File: src/rtl/rob_retire_if.sv
// ---------------------------------------------------------------------------
// rob_retire_if
// Handshake bundle between rename, execute, the retire consumer and the ROB.
//   alloc_* : rename -> ROB allocation (valid/ready, payload, assigned index)
//   cmpl_*  : execute -> ROB completion report (index of finished entry)
//   ret_*   : ROB -> RAT/free pool retire (valid/ready, head payload)
// Modports:
//   master : the core side (rename/execute/retire consumer)
//   slave  : the ROB itself
// ---------------------------------------------------------------------------
interface rob_retire_if #(
   parameter int IDX_W  = 4,
   parameter int AREG_W = 5,
   parameter int PREG_W = 7
);
   logic              alloc_valid;
   logic              alloc_ready;
   logic              alloc_has_rd;
   logic [AREG_W-1:0] alloc_ard;
   logic [PREG_W-1:0] alloc_pd;
   logic [PREG_W-1:0] alloc_old_pd;
   logic [IDX_W-1:0]  alloc_idx;

   logic              cmpl_valid;
   logic [IDX_W-1:0]  cmpl_idx;

   logic              ret_valid;
   logic              ret_ready;
   logic              ret_has_rd;
   logic [AREG_W-1:0] ret_ard;
   logic [PREG_W-1:0] ret_pd;
   logic [PREG_W-1:0] ret_free_preg;

   modport master (
      output alloc_valid, alloc_has_rd, alloc_ard, alloc_pd, alloc_old_pd,
      input  alloc_ready, alloc_idx,
      output cmpl_valid, cmpl_idx,
      input  ret_valid, ret_has_rd, ret_ard, ret_pd, ret_free_preg,
      output ret_ready
   );

   modport slave (
      input  alloc_valid, alloc_has_rd, alloc_ard, alloc_pd, alloc_old_pd,
      output alloc_ready, alloc_idx,
      input  cmpl_valid, cmpl_idx,
      output ret_valid, ret_has_rd, ret_ard, ret_pd, ret_free_preg,
      input  ret_ready
   );
endinterface

File: src/rtl/rob_retire.sv
// ---------------------------------------------------------------------------
// rob_retire
// In-order reorder buffer with a single-entry-per-cycle retire stage.
// Rename allocates at the tail in program order, execute marks entries done
// in any order, and the head entry is presented for retire once done; the
// retired old_pd goes back to the free pool.
// Ports:
//   clk   : rising-edge clock
//   rst   : asynchronous active-high reset, discards every entry
//   bus   : rob_retire_if.slave (alloc_*, cmpl_*, ret_* handshakes)
//   count : number of occupied entries (tail - head)
// ---------------------------------------------------------------------------
module rob_retire #(
   parameter int DEPTH  = 16,
   parameter int IDX_W  = 4,
   parameter int AREG_W = 5,
   parameter int PREG_W = 7
) (
   input  logic             clk,
   input  logic             rst,
   rob_retire_if.slave      bus,
   output logic [IDX_W:0]   count
);
   // Pointers carry one extra wrap bit so full and empty are distinguishable.
   logic [IDX_W:0]    head_reg, head_next;
   logic [IDX_W:0]    tail_reg, tail_next;
   logic [IDX_W-1:0]  head_idx, tail_idx;
   logic              full, alloc_fire, ret_fire;

   logic [DEPTH-1:0]  valid_vec;
   logic [DEPTH-1:0]  done_vec;
   logic [DEPTH-1:0]  has_rd_vec;
   logic [AREG_W-1:0] ard_arr    [DEPTH];
   logic [PREG_W-1:0] pd_arr     [DEPTH];
   logic [PREG_W-1:0] old_pd_arr [DEPTH];

   assign head_idx   = head_reg[IDX_W-1:0];
   assign tail_idx   = tail_reg[IDX_W-1:0];
   assign full       = (head_idx == tail_idx) && (head_reg[IDX_W] != tail_reg[IDX_W]);
   assign count      = tail_reg - head_reg;

   // No bypass: a retire in the same cycle does not free a slot for alloc.
   assign bus.alloc_ready = !full;
   assign bus.alloc_idx   = tail_idx;
   assign alloc_fire      = bus.alloc_valid && !full;

   assign bus.ret_valid     = valid_vec[head_idx] && done_vec[head_idx];
   assign bus.ret_has_rd    = has_rd_vec[head_idx];
   assign bus.ret_ard       = ard_arr[head_idx];
   assign bus.ret_pd        = pd_arr[head_idx];
   assign bus.ret_free_preg = old_pd_arr[head_idx];
   assign ret_fire          = bus.ret_valid && bus.ret_ready;

   always_comb begin
      head_next = head_reg;
      tail_next = tail_reg;
      if (ret_fire)   head_next = head_reg + 1'b1;
      if (alloc_fire) tail_next = tail_reg + 1'b1;
   end

   always_ff @(posedge clk or posedge rst) begin
      if (rst) begin
         head_reg <= '0;
         tail_reg <= '0;
      end else begin
         head_reg <= head_next;
         tail_reg <= tail_next;
      end
   end

   // One register slice per entry. Payload is cleared on reset so the ret_*
   // outputs read as zero while the buffer is empty after reset.
   generate
      for (genvar gi = 0; gi < DEPTH; gi++) begin : g_entry
         logic              valid_reg, done_reg, has_rd_reg;
         logic [AREG_W-1:0] ard_reg;
         logic [PREG_W-1:0] pd_reg, old_pd_reg;

         always_ff @(posedge clk or posedge rst) begin
            if (rst) begin
               valid_reg  <= 1'b0;
               done_reg   <= 1'b0;
               has_rd_reg <= 1'b0;
               ard_reg    <= '0;
               pd_reg     <= '0;
               old_pd_reg <= '0;
            end else if (alloc_fire && (tail_idx == IDX_W'(gi))) begin
               // Allocation overrides a same-cycle completion of this slot.
               // A slot being allocated is never the head being retired:
               // not-full with equal indices means the buffer is empty.
               valid_reg  <= 1'b1;
               done_reg   <= 1'b0;
               has_rd_reg <= bus.alloc_has_rd;
               ard_reg    <= bus.alloc_ard;
               pd_reg     <= bus.alloc_pd;
               old_pd_reg <= bus.alloc_old_pd;
            end else if (ret_fire && (head_idx == IDX_W'(gi))) begin
               valid_reg  <= 1'b0;
               done_reg   <= 1'b0;
            end else if (bus.cmpl_valid && (bus.cmpl_idx == IDX_W'(gi)) && valid_reg) begin
               done_reg   <= 1'b1;
            end
         end

         assign valid_vec[gi]  = valid_reg;
         assign done_vec[gi]   = done_reg;
         assign has_rd_vec[gi] = has_rd_reg;
         assign ard_arr[gi]    = ard_reg;
         assign pd_arr[gi]     = pd_reg;
         assign old_pd_arr[gi] = old_pd_reg;
      end
   endgenerate
endmodule

File: src/flat_wrapper.sv
// flat-port wrapper written by rule: the top's interface ports become plain ports
module rob_retire_flat 
#(
   parameter int DEPTH  = 16,
   parameter int IDX_W  = 4,
   parameter int AREG_W = 5,
   parameter int PREG_W = 7
)
  (clk, rst, count, bus_alloc_valid, bus_alloc_has_rd, bus_alloc_ard, bus_alloc_pd, bus_alloc_old_pd, bus_alloc_ready, bus_alloc_idx, bus_cmpl_valid, bus_cmpl_idx, bus_ret_valid, bus_ret_has_rd, bus_ret_ard, bus_ret_pd, bus_ret_free_preg, bus_ret_ready);
  rob_retire_if #(.IDX_W(IDX_W), .AREG_W(AREG_W), .PREG_W(PREG_W)) bus_i ();
  input  logic clk;
  input  logic rst;
  output logic [IDX_W:0] count;
  input wire logic [$bits(bus_i.alloc_valid)-1:0] bus_alloc_valid;
  input wire logic [$bits(bus_i.alloc_has_rd)-1:0] bus_alloc_has_rd;
  input wire logic [$bits(bus_i.alloc_ard)-1:0] bus_alloc_ard;
  input wire logic [$bits(bus_i.alloc_pd)-1:0] bus_alloc_pd;
  input wire logic [$bits(bus_i.alloc_old_pd)-1:0] bus_alloc_old_pd;
  output wire logic [$bits(bus_i.alloc_ready)-1:0] bus_alloc_ready;
  output wire logic [$bits(bus_i.alloc_idx)-1:0] bus_alloc_idx;
  input wire logic [$bits(bus_i.cmpl_valid)-1:0] bus_cmpl_valid;
  input wire logic [$bits(bus_i.cmpl_idx)-1:0] bus_cmpl_idx;
  output wire logic [$bits(bus_i.ret_valid)-1:0] bus_ret_valid;
  output wire logic [$bits(bus_i.ret_has_rd)-1:0] bus_ret_has_rd;
  output wire logic [$bits(bus_i.ret_ard)-1:0] bus_ret_ard;
  output wire logic [$bits(bus_i.ret_pd)-1:0] bus_ret_pd;
  output wire logic [$bits(bus_i.ret_free_preg)-1:0] bus_ret_free_preg;
  input wire logic [$bits(bus_i.ret_ready)-1:0] bus_ret_ready;
  assign bus_i.alloc_valid = bus_alloc_valid;
  assign bus_i.alloc_has_rd = bus_alloc_has_rd;
  assign bus_i.alloc_ard = bus_alloc_ard;
  assign bus_i.alloc_pd = bus_alloc_pd;
  assign bus_i.alloc_old_pd = bus_alloc_old_pd;
  assign bus_alloc_ready = bus_i.alloc_ready;
  assign bus_alloc_idx = bus_i.alloc_idx;
  assign bus_i.cmpl_valid = bus_cmpl_valid;
  assign bus_i.cmpl_idx = bus_cmpl_idx;
  assign bus_ret_valid = bus_i.ret_valid;
  assign bus_ret_has_rd = bus_i.ret_has_rd;
  assign bus_ret_ard = bus_i.ret_ard;
  assign bus_ret_pd = bus_i.ret_pd;
  assign bus_ret_free_preg = bus_i.ret_free_preg;
  assign bus_i.ret_ready = bus_ret_ready;
  rob_retire #(.DEPTH(DEPTH), .IDX_W(IDX_W), .AREG_W(AREG_W), .PREG_W(PREG_W)) u_core (.clk(clk), .rst(rst), .bus(bus_i), .count(count));
endmodule
File: config.mk
export PLATFORM = sky130hd
export DESIGN_NAME = rob_retire_flat
export DESIGN_NICKNAME = d
export VERILOG_FILES = /design/src/rtl/rob_retire_if.sv /design/src/rtl/rob_retire.sv /design/src/flat_wrapper.sv
export SDC_FILE = /design/constraint.sdc
export NUM_CORES = 1
export LEC_CHECK = 0
export CORE_ASPECT_RATIO = 0.75
export CORE_MARGIN = 2
export CORE_UTILIZATION = 50
export CTS_BUF_LIST = sky130_fd_sc_hd__clkbuf_8 sky130_fd_sc_hd__clkbuf_16
export CTS_CLUSTER_DIAMETER = 200
export DETAILED_ROUTE_END_ITERATION = 6
export PLACE_DENSITY = 0.7
export SYNTH_ARGS = -nofsm -noshare
export SYNTH_HDL_FRONTEND = slang
export SYNTH_SLANG_ARGS = --single-unit
File: constraint.sdc
create_clock -name clk -period 15 [get_ports clk]
set_input_delay 3 -clock clk [delete_from_list [all_inputs] [get_ports clk]]
set_output_delay 3 -clock clk [all_outputs]
set_load 0.005 [all_outputs]
---- Word level (Yosys, flattened, before mapping) ----
Index checks and enable logic that the tools add are counted.
cells by class
  equal/unequal tests ..................... 47
  reduce and logical (&&, ||, !) cells .... 104
  bitwise gates (word level) .............. 1
  muxes and demuxes ....................... 95
  add/subtract/negate cells ............... 3
  magnitude comparators ................... 2
operators with widths
  kind                                                         count
  equality test 4 bit (second input constant)                  24
  2-to-1 mux 1 bit                                             83
  logical AND 1 bit                                            68
  binary-select mux 7 bit (select 4 bit)                       2
  equality test 4 x 3 -> 1 bit (second input constant)         12
  nonzero test 3 bit                                           16
  nonzero test 2 bit                                           16
  2-to-1 mux 7 bit                                             4
  equality test 4 x 2 -> 1 bit (second input constant)         6
  binary-select mux 5 bit (select 4 bit)                       1
  binary-select mux 1 bit (select 4 bit)                       3
  equality test 4 x 1 -> 1 bit (second input constant)         3
  logical NOT 4 bit                                            3
  adder 5 x 1 -> 5 bit (second input constant)                 2
  2-to-1 mux 5 bit                                             2
  >= comparator 5 bit (second input constant)                  1
  less-than comparator 4 x 5 -> 1 bit (second input constant)  1
  NOT 4 -> 5 bit                                               1
  subtractor 5 bit                                             1
  equality test 4 bit                                          1
  logical NOT 1 bit                                            1
  != test 1 bit                                                1
storage, ports and cells
  flip-flop bits (word level) ............. 362
  input bits .............................. 29

---- Depth between registers and ports, before layout ----
Gate-level depths: netlist (run 1).
  depth in word-level cells ............... 7
  gate-level depth with buffers ........... 11
  mapped depth without buffers ............ 7

---- Worst setup path before layout (run 1) ----
Ideal clock, no wire load.
  path kind ............................... register to output
  from .................................... reg u_core.head_reg[1]
  to ...................................... out bus_ret_pd[0]
  arrival time ............................ 2.094 ns
  buffers on the path ..................... 2
  setup slack ............................. 9.906 ns
  stages on the path, launching flop included .. 5
  required time ........................... 12.000 ns
  cells stage by stage .................... dfrtp_1 -> buf_2 -> buf_1 -> mux4_2 -> mux4_2
on the way
  cells in the longest elaborated chain, start to end .. 4
ends and longest elaborated chain
  item                                                  line                source
  start, declared                                       rob_retire.sv:25    logic [IDX_W:0] head_reg, head_next;
  start signal, assigned                                rob_retire.sv:66    head_reg <= head_next;
  NOT 4 -> 5 bit (implied by the code)                  rob_retire.sv:50    assign bus.ret_pd = pd_arr[head_idx];
  binary-select mux 7 bit (select 4 bit)                rob_retire.sv:50
  2-to-1 mux 7 bit (implied by the code) (2 in series)  rob_retire.sv:50
  end, declared                                         flat_wrapper.sv:26  output wire logic [$bits(bus_i.ret_pd)-1:0] bus_ret_pd;
No other way between the ends. The select of a mux whose other input is x is not followed.

---- Worst setup path in the final report (run 1) ----
  from .................................... reg u_core.head_reg[1]
  to ...................................... out bus_ret_valid
on the way
  cells in the longest elaborated chain, start to end .. 3
  elaborated cells on any way between the ends .. 5
  classes of those cells .................. mux (4); reduce/logical (1)
ends and longest elaborated chain
  item                                    line                source
  binary-select mux 1 bit (select 4 bit)  rob_retire.sv:47    assign bus.ret_valid = valid_vec[head_idx] && done_vec[head_idx];
  2-to-1 mux 1 bit (implied by the code)  rob_retire.sv:47
  logical AND 1 bit (*)                   rob_retire.sv:47
  end, declared                           flat_wrapper.sv:23  output wire logic [$bits(bus_i.ret_valid)-1:0] bus_ret_valid;
Mark *: on every way between the ends. The rest lies on a longest branch, timed or not. The select of a mux whose other input is x is not followed.

==> results, run 1 <==
- The final period utilization is 48.5%.
- After synthesis, the cell types taking the most area are dfrtp_1 (54%), mux2_2 (22%), mux4_2 (14%).
- The share of total power in combinational logic is 35.6%.
- The vertical die dimension is between 150 and 200 um.
- The largest net degree at the start of global routing is 185.
- The endpoint type of the worst setup path is an output pin.
- The clock buffer count from CTS is 36.
- The maximum clock skew at final layout is 0.00929 ns.
- The highest clock rate is approximately 0.14 GHz.
- The count of cell types in the netlist is 45.
- The worst flop-to-flop path endpoint is u_core.g_entry[12].ard_reg[2]$_DFFE_PP0P_.
- The data required time of the critical path is 12.00 ns.
- For this design, the slowest cell found on the critical path is dfrtp_4.
- The first global-routing pass estimated 59.4 mm of wire.
- The critical setup path kind is flip-flop to output pin.
- The hold violation total from the final report is 0.
- The peak supply drop is around 0.10 mV.
- The count of buffering cells on the critical path with inverters included is 3.
- The number of max-slew violations in the final report is 0.
- Yosys printed 0 warnings.
- The cell area that synthesis handed to floorplanning was 16700 um^2.
- The smallest clock period supported by the final layout is computed as between 7 and 8 ns.
- The top cell type by total area after synthesis is dfrtp_1.
- The net count of the finished layout is 1145.
- The area of placed instances is 17600 um^2.
- The remaining antenna violation count after routing is 0.
- The synthesized instance count is 1075.
- In this run, the clock network consumes between 20% and 30% of the power.
- The power density relative to cell area is 214 nW/um^2.
- The number of inserted filler cells in the final layout is between 2000 and 3000.
- After detailed routing, the average wire length per cell comes to 23.7 um.
- Across all layers, the routed design uses approximately 9500 vias.
- The startpoint class of the critical path is a flip-flop.
- The area added between synthesis and finish is 11.7%.
- Synthesis inferred around 360 register bits.
- After floorplanning, the core was divided into 58 placement rows.
- The number of buffer cells added on primary ports is 59.
- The count of routing violations after the opening detailed-route iteration is 725.
- For the worst setup path, the data arrival time is 4.27 ns.
- The post-CTS setup repair buffer count is 0.
- The clock tree root buffer cell is clkbuf_16.
- The cell count of the worst hold path is 1.
- The clock-pin slew on the worst setup and hold paths is roughly 0.06 ns.
- After detailed placement, the design holds a cell count of approximately 1500.
- The H-tree depth is 2.
- Cell internal power was estimated by the tool at 2.83 mW.
- The total negative slack for setup checks is 0 ns.
- The synthesized area per cell is 15.6 um^2.
- Once the floorplan was initialized, standard cells occupied 50.4% of the core.
- The proportion of power drawn by flip-flops and latches is 43.5%.
- The congestion estimate from routability-driven global placement came to 0.841.
- The number of setup violations in the final report is 0.
- After global routing the overflow that remains totals 0.
- The number of max-cap violations is 0.
- In the routed layout, each cell is associated on average with a via count of a little over 6.
- The endpoint of the worst hold path is u_core.head_reg[4]$_DFFE_PP0P_.
- The number of hold-repair buffers added at the cts stage is 0.
- The startpoint of the tightest hold check path is u_core.head_reg[4]$_DFFE_PP0P_.
- The class of the tightest hold or removal check is flip-flop to flip-flop.
- The count of cells in the finished layout, fillers not included, comes to 1571.
- The launching instance or port of the critical path is u_core.head_reg[1]$_DFFE_PP0P_.
- The count of instances resized after the clock tree is built is 0.
- TritonCTS built the clock tree.
- The area of the die is 35000 um^2.
- Wires add up to 37.3 mm.
- The via count of the first global-routing pass is 9644.
- Of the post-synthesis cell area, the dominant cell type holds a little over half.
- The critical path goes through buf_4 -> inv_2 -> mux4_2 -> o22ai_1 -> or2_2 -> clkdlybuf4s50_1.
- After detailed routing, the number of remaining DRC violations is 0.
- The number of clock sinks seen by CTS is 362.
- The fraction of layout cells with a size suffix above 1 is between 40% and 50%.
- The flow ran to the end, and the final reports show no timing, DRC or antenna violations.
- Setup repair after global routing left no endpoint under its margin.
- Net switching is 29.2% of the power.
- For the worst-skew pair, the clock arrives at the later sink with an insertion delay of 0.52 ns.
- The logic depth of the worst register-to-register path is 7.
- The first-pass detailed-route iteration total is 5.
- The start of the worst register-to-register path is u_core.head_reg[1]$_DFFE_PP0P_.
- For this run, the slowest stage of the critical path takes approximately 0.90 ns.
- In this run the horizontal extent of the chip is 215 um.
- Across every metal layer, demand over resource in global routing totals between 20% and 30%.
- Summing all non-filler instances in the final layout gives an area of 18700 um^2.
- The worst pin sits at a relative slew slack of 28.8%.
- The worst register-to-register path has a setup slack of 10.25 ns.
- The kind of cell adding the most delay to the critical path is buffers and inverters.
- The peak fanout along the critical path is 46.
- The leakage power total is 8.03 nW.
- For this design the total switching power over the nets is ~1.2 mW.
- The clock passes through at most 3 buffers.
- The overall power of the completed layout is approximately 4 mW.
- The proportion of synthesized chip area in sequential cells is between 50% and 60%.
- For the pin with the worst max-slew slack, the measured transition is 1.06 ns.
- The floorplan step defined a core boundary enclosing about 33000 um^2.
- Synthesis produced a netlist with a net count of 1117.
- The wire-length estimate of the detail-placed layout is 21.6 mm.
- In this run the count of I/O pins placed on the die edge is 60.
- The number of antenna violations at the first check in global routing is 0.
worst register-to-register path, cell delays in order (launching register included):
cell	delay, ns
dfrtp_4	0.90
buf_4	0.74
inv_2	0.27
ha_1	0.36
and4_1	0.24
a21oi_1	0.62
nand3_1	0.91
mux2_2	0.58
area by class of cell:
cell class                      instances  area, um^2  share of cell area (%)
Multi-Input combinational cell        608        7190                    38.4
Antenna cell                            1        2.50                  0.0134
Sequential cell                       362        9070                    48.5
Inverter                               18        80.1                   0.428
Timing Repair Buffer                   77         738                    3.95
Clock inverter                         13        68.8                   0.368
Tap cell                              450         563                    3.01
Clock buffer                           42         995                    5.32
worst max path at each step:
stage	endpoint	slack, ns	depth (start not counted)
floorplan	u_core.g_entry[0].ard_reg[0]$_DFFE_PP0P_	1.95	1
global placement	bus_ret_valid	8.37	6
detailed placement	bus_ret_valid	8.29	6
CTS	bus_ret_valid	7.71	6
global route	bus_ret_valid	7.57	6
finish	bus_ret_valid	7.73	6
Yosys cell counts (all sizes together):
library cell	number
dfrtp	362
mux2	322
mux4	104
buf	58
nand2	48
clkbuf	29
inv	18
a211oi	12
a31oi	12
ha	12
a21o	10
and3	10
nand3	9
nor2	9
xnor2	7
nor2b	6
o21ai	6
a21oi	5
nand4	5
and2	4
xor2	4
o211a	3
a2111oi	2
a21bo	2
a31o	2
and4	2
nor3	2
o22ai	2
o2bb2ai	2
a221oi	1
a41oi	1
and2b	1
fa	1
mux2i	1
or2	1
placed cells by master (no fill, tap or decap), drive strengths merged, types with 18 or more instances in the layout:
| cell type | n |
|---|---|
| dfrtp | 362 |
| mux2 | 322 |
| mux4 | 104 |
| clkdlybuf4s50 | 59 |
| nand2 | 48 |
| clkbuf | 42 |
| inv | 24 |
| buf | 18 |
cell families after synthesis:
group           Yosys count  share of synthesized area [%]
fa+ha+maj                13                           1.02
buf+inv                 105                           2.99
mux                     427                           35.7
compound gates           60                           2.82
flops                   362                           54.1
simple gates             97                           2.76
xor+xnor                 11                          0.575
power by group through the flow:
stage                     sequential [mW]  combinational [mW]  clock [mW]
after floorplan                      1.61                1.14           0
after global placement               1.73                1.40           0
after detailed placement             1.75                1.43           0
after CTS                            1.74                1.44       0.857
after global routing                 1.80                1.53       0.901
final                                1.74                1.42       0.835
through the flow:
| stage | worst slack (ns) | hold WS, ns | util, % |
|---|---|---|---|
| 2_1_floorplan | 1.95 | 0.465 | - |
| 3_3_place_gp | 8.37 | 0.480 | 53.1 |
| 3_5_place_dp | 8.29 | 0.485 | 53.1 |
| 4_1_cts | 7.71 | 0.498 | 56.3 |
| 5_1_grt | 7.57 | 0.507 | 56.3 |
| 6_report | 7.73 | 0.491 | 56.3 |
layer usage:
layer  part of all wire [%]  track usage, %
met1                     47            33.6
met2                     46            34.2
met3                    5.1            3.59
met4                    1.8            5.14
met5                      0               0
Power figures use the tool's default switching activity.
==> inputs of run 2 (changes only) <==
clock period = 7.2 ns   (was 15 ns; I/O delays follow)
==> results, run 2 (synthesis gave the netlist of run 1 again) <==
- The number of max-cap violations is 0.
- The transition time of the tightest slew-check pin is 1.02 ns.
- At the worst endpoint, the required time is 5.76 ns.
- The vertical die dimension is 162 um.
- The number of top-level pins is 60.
- The core region is between 30000 and 40000 um^2.
- The fraction of layout cells with a size suffix above 1 is around 46%.
- The TritonCTS clock tree is yes.
- The number of max-slew violations in the final report is 0.
- The clock tree root buffer cell is clkbuf_16.
- The wire-length estimate of the detail-placed layout is 22.1 mm.
- The via count of the first global-routing pass is 9923.
- The total overflow left after global routing is 0.
- The critical setup path kind is flip-flop to output pin.
- After the last flow step, the layout net total stands at 1146.
- The highest clock rate is ~0.19 GHz.
- Walking the worst path, the cells encountered are buf_4 -> mux4_2 -> mux4_2 -> clkdlybuf4s50_1.
- The maximum clock insertion buffer count is 3.
- The maximum clock skew at final layout is 0.0159 ns.
- Routability-driven placement finished with a final weighted congestion of 0.846.
- The remaining antenna violation count after routing is 0.
- The number of setup violations in the final report is 0.
- Detailed routing inserted a total of around 9400 vias.
- The run finished with clean final reports.
- The worst path uses 72.2% of the clock period.
- Measured in cells, the most critical reg-to-reg path has a length of 7.
- Clock-pin slew was measured on the worst setup and hold paths at 0.06 ns.
- After routing, the total negative slack on setup checks comes to 0 ns.
- The number of buffers and inverters on the critical path is 2.
- In this run the power density over the cells is 454 nW/um^2.
- The standard-cell row count is 58.
- The overall routing resource usage is 22.6%.
- In this run the static leakage power is 8.12 nW.
- In this run, post-CTS hold repair placed 0 buffers.
- The cell count of the worst hold path is 1.
- The peak fanout along the critical path is between 40 and 50.
- At the placement stage, the worst setup path has a slack of 2.54 ns.
- At the later pin of the worst-skew pair, clock insertion delay measures around 0.53 ns.
- In this design, the largest share of critical-path delay is due to buffers and inverters.
- The first TritonRoute pass finished after 5 iterations.
- In this run, CTS created clock tree buffers numbering 37.
- The library cells used most frequently in the layout, excluding fill and tap cells, are dfrtp_1 (360), mux2_2 (322), mux4_2 (102).
- The detailed-route DRC error count is 0.
- After detailed placement, the total cell area comes to 17700 um^2.
- The H-tree depth is 2.
- The startpoint class of the critical path is a flip-flop.
- In the post-route analysis, the smallest setup slack over all paths is 2.00 ns.
- The first global-routing pass estimated 60.5 mm of wire.
- The hold violation total from the final report is 0.
- The area added between synthesis and finish is 13.1%.
- After detailed routing, the number of vias per cell comes to 5.98.
- The number of antenna violations at the first check in global routing was 0.
- The floorplan step set the die width to 215 um.
- The worst-case headroom to the max-slew limit is 31.6%.
- The largest net degree at the start of global routing is between 150 and 200.
- The class of the tightest hold or removal check is flip-flop to flip-flop.
- Port buffering added just under 60 buffers.
- The critical path data arrival time is 3.76 ns.
- The number of stages on the worst setup path is 4.
- The aggregate routed wire length is 37.9 mm.
- The slowest stage of the critical path belongs to the cell dfrtp_4.
- The number of gates resized after CTS was 0.
- The floorplan step defined a die boundary enclosing 35000 um^2.
- The routed design could run at a clock period as short as 5.20 ns.
- The most common library cell in the layout ignoring fill and taps is dfrtp_1.
- The count of routing violations after the opening detailed-route iteration is 718.
- The worst-case IR drop observed on VDD is roughly 0.24 mV.
- Setup repair after global routing left no endpoint under its margin.
- For this configuration, the core starts out at a cell density of 50.4%.
- The detailed-route wire length per cell is 24.0 um.
- The cell with the most instances on the worst path is mux4_2.
- The post-CTS setup repair buffer count is 0.
- The delay of the slowest cell on the worst path is around 0.93 ns.
- STA classifies the critical path endpoint as an output pin.
- The finished layout cell area is ~19000 um^2.
- The number of clock sinks seen by CTS is between 300 and 400.
- The number of inserted diodes is 0.
## run 2: area by class of cell
type | count | area, um^2
repair buffers | 77 | 763
clock buffers | 49 | 1110
inverters | 18 | 76.3
fillers | 2631 | 14300
multi-input cells | 608 | 7190
well taps | 450 | 563
flip-flops and latches | 362 | 9070
clock inverters | 15 | 163
## run 2: routing by layer
| metal | track usage, % | vias up | share of wire, % |
|---|---|---|---|
| li1 | - | 4063 | - |
| met1 | 33.6 | 5092 | 47 |
| met3 | 4.86 | 52 | 5.4 |
| met5 | 0 | - | 0 |
| met2 | 34.5 | 241 | 45 |
| met4 | 5.24 | 0 | 1.7 |
## run 2: metrics by stage
stage          utilization, %  power (mW)  cells  hold WS (ns)
6_report                 57.0        8.60   1579         0.497
5_1_grt                  57.0        9.10   1579         0.509
4_1_cts                  57.0        8.67   1579         0.496
2_1_floorplan               -        5.72   1075         0.465
3_3_place_gp             53.1        6.54   1515         0.478
3_5_place_dp             53.1        6.64   1515         0.484
## run 2: worst paths after layout
kind	from	end	slack, ns
min in group asynchronous	rst	u_core.g_entry[12].ard_reg[4]$_DFFE_PP0P_	1.43
worst min-delay path	u_core.tail_reg[4]$_DFFE_PP0P_	u_core.tail_reg[4]$_DFFE_PP0P_	0.50
worst max-delay path	u_core.head_reg[1]$_DFFE_PP0P_	bus_ret_ard[0]	2.00
worst min register to register	u_core.tail_reg[4]$_DFFE_PP0P_	u_core.tail_reg[4]$_DFFE_PP0P_	0.50
worst max register to register	u_core.head_reg[1]$_DFFE_PP0P_	u_core.g_entry[15].pd_reg[2]$_DFFE_PP0P_	3.22
max in group asynchronous	rst	u_core.head_reg[1]$_DFFE_PP0P_	4.35
## run 2: report_power, final
part	switching (mW)	internal (mW)	leakage, nW
Clock	0.802	1.20	0.641
Sequential	0.628	3.00	4.44
Combinational	1.05	1.92	3.04
Total	2.48	6.12	8.12
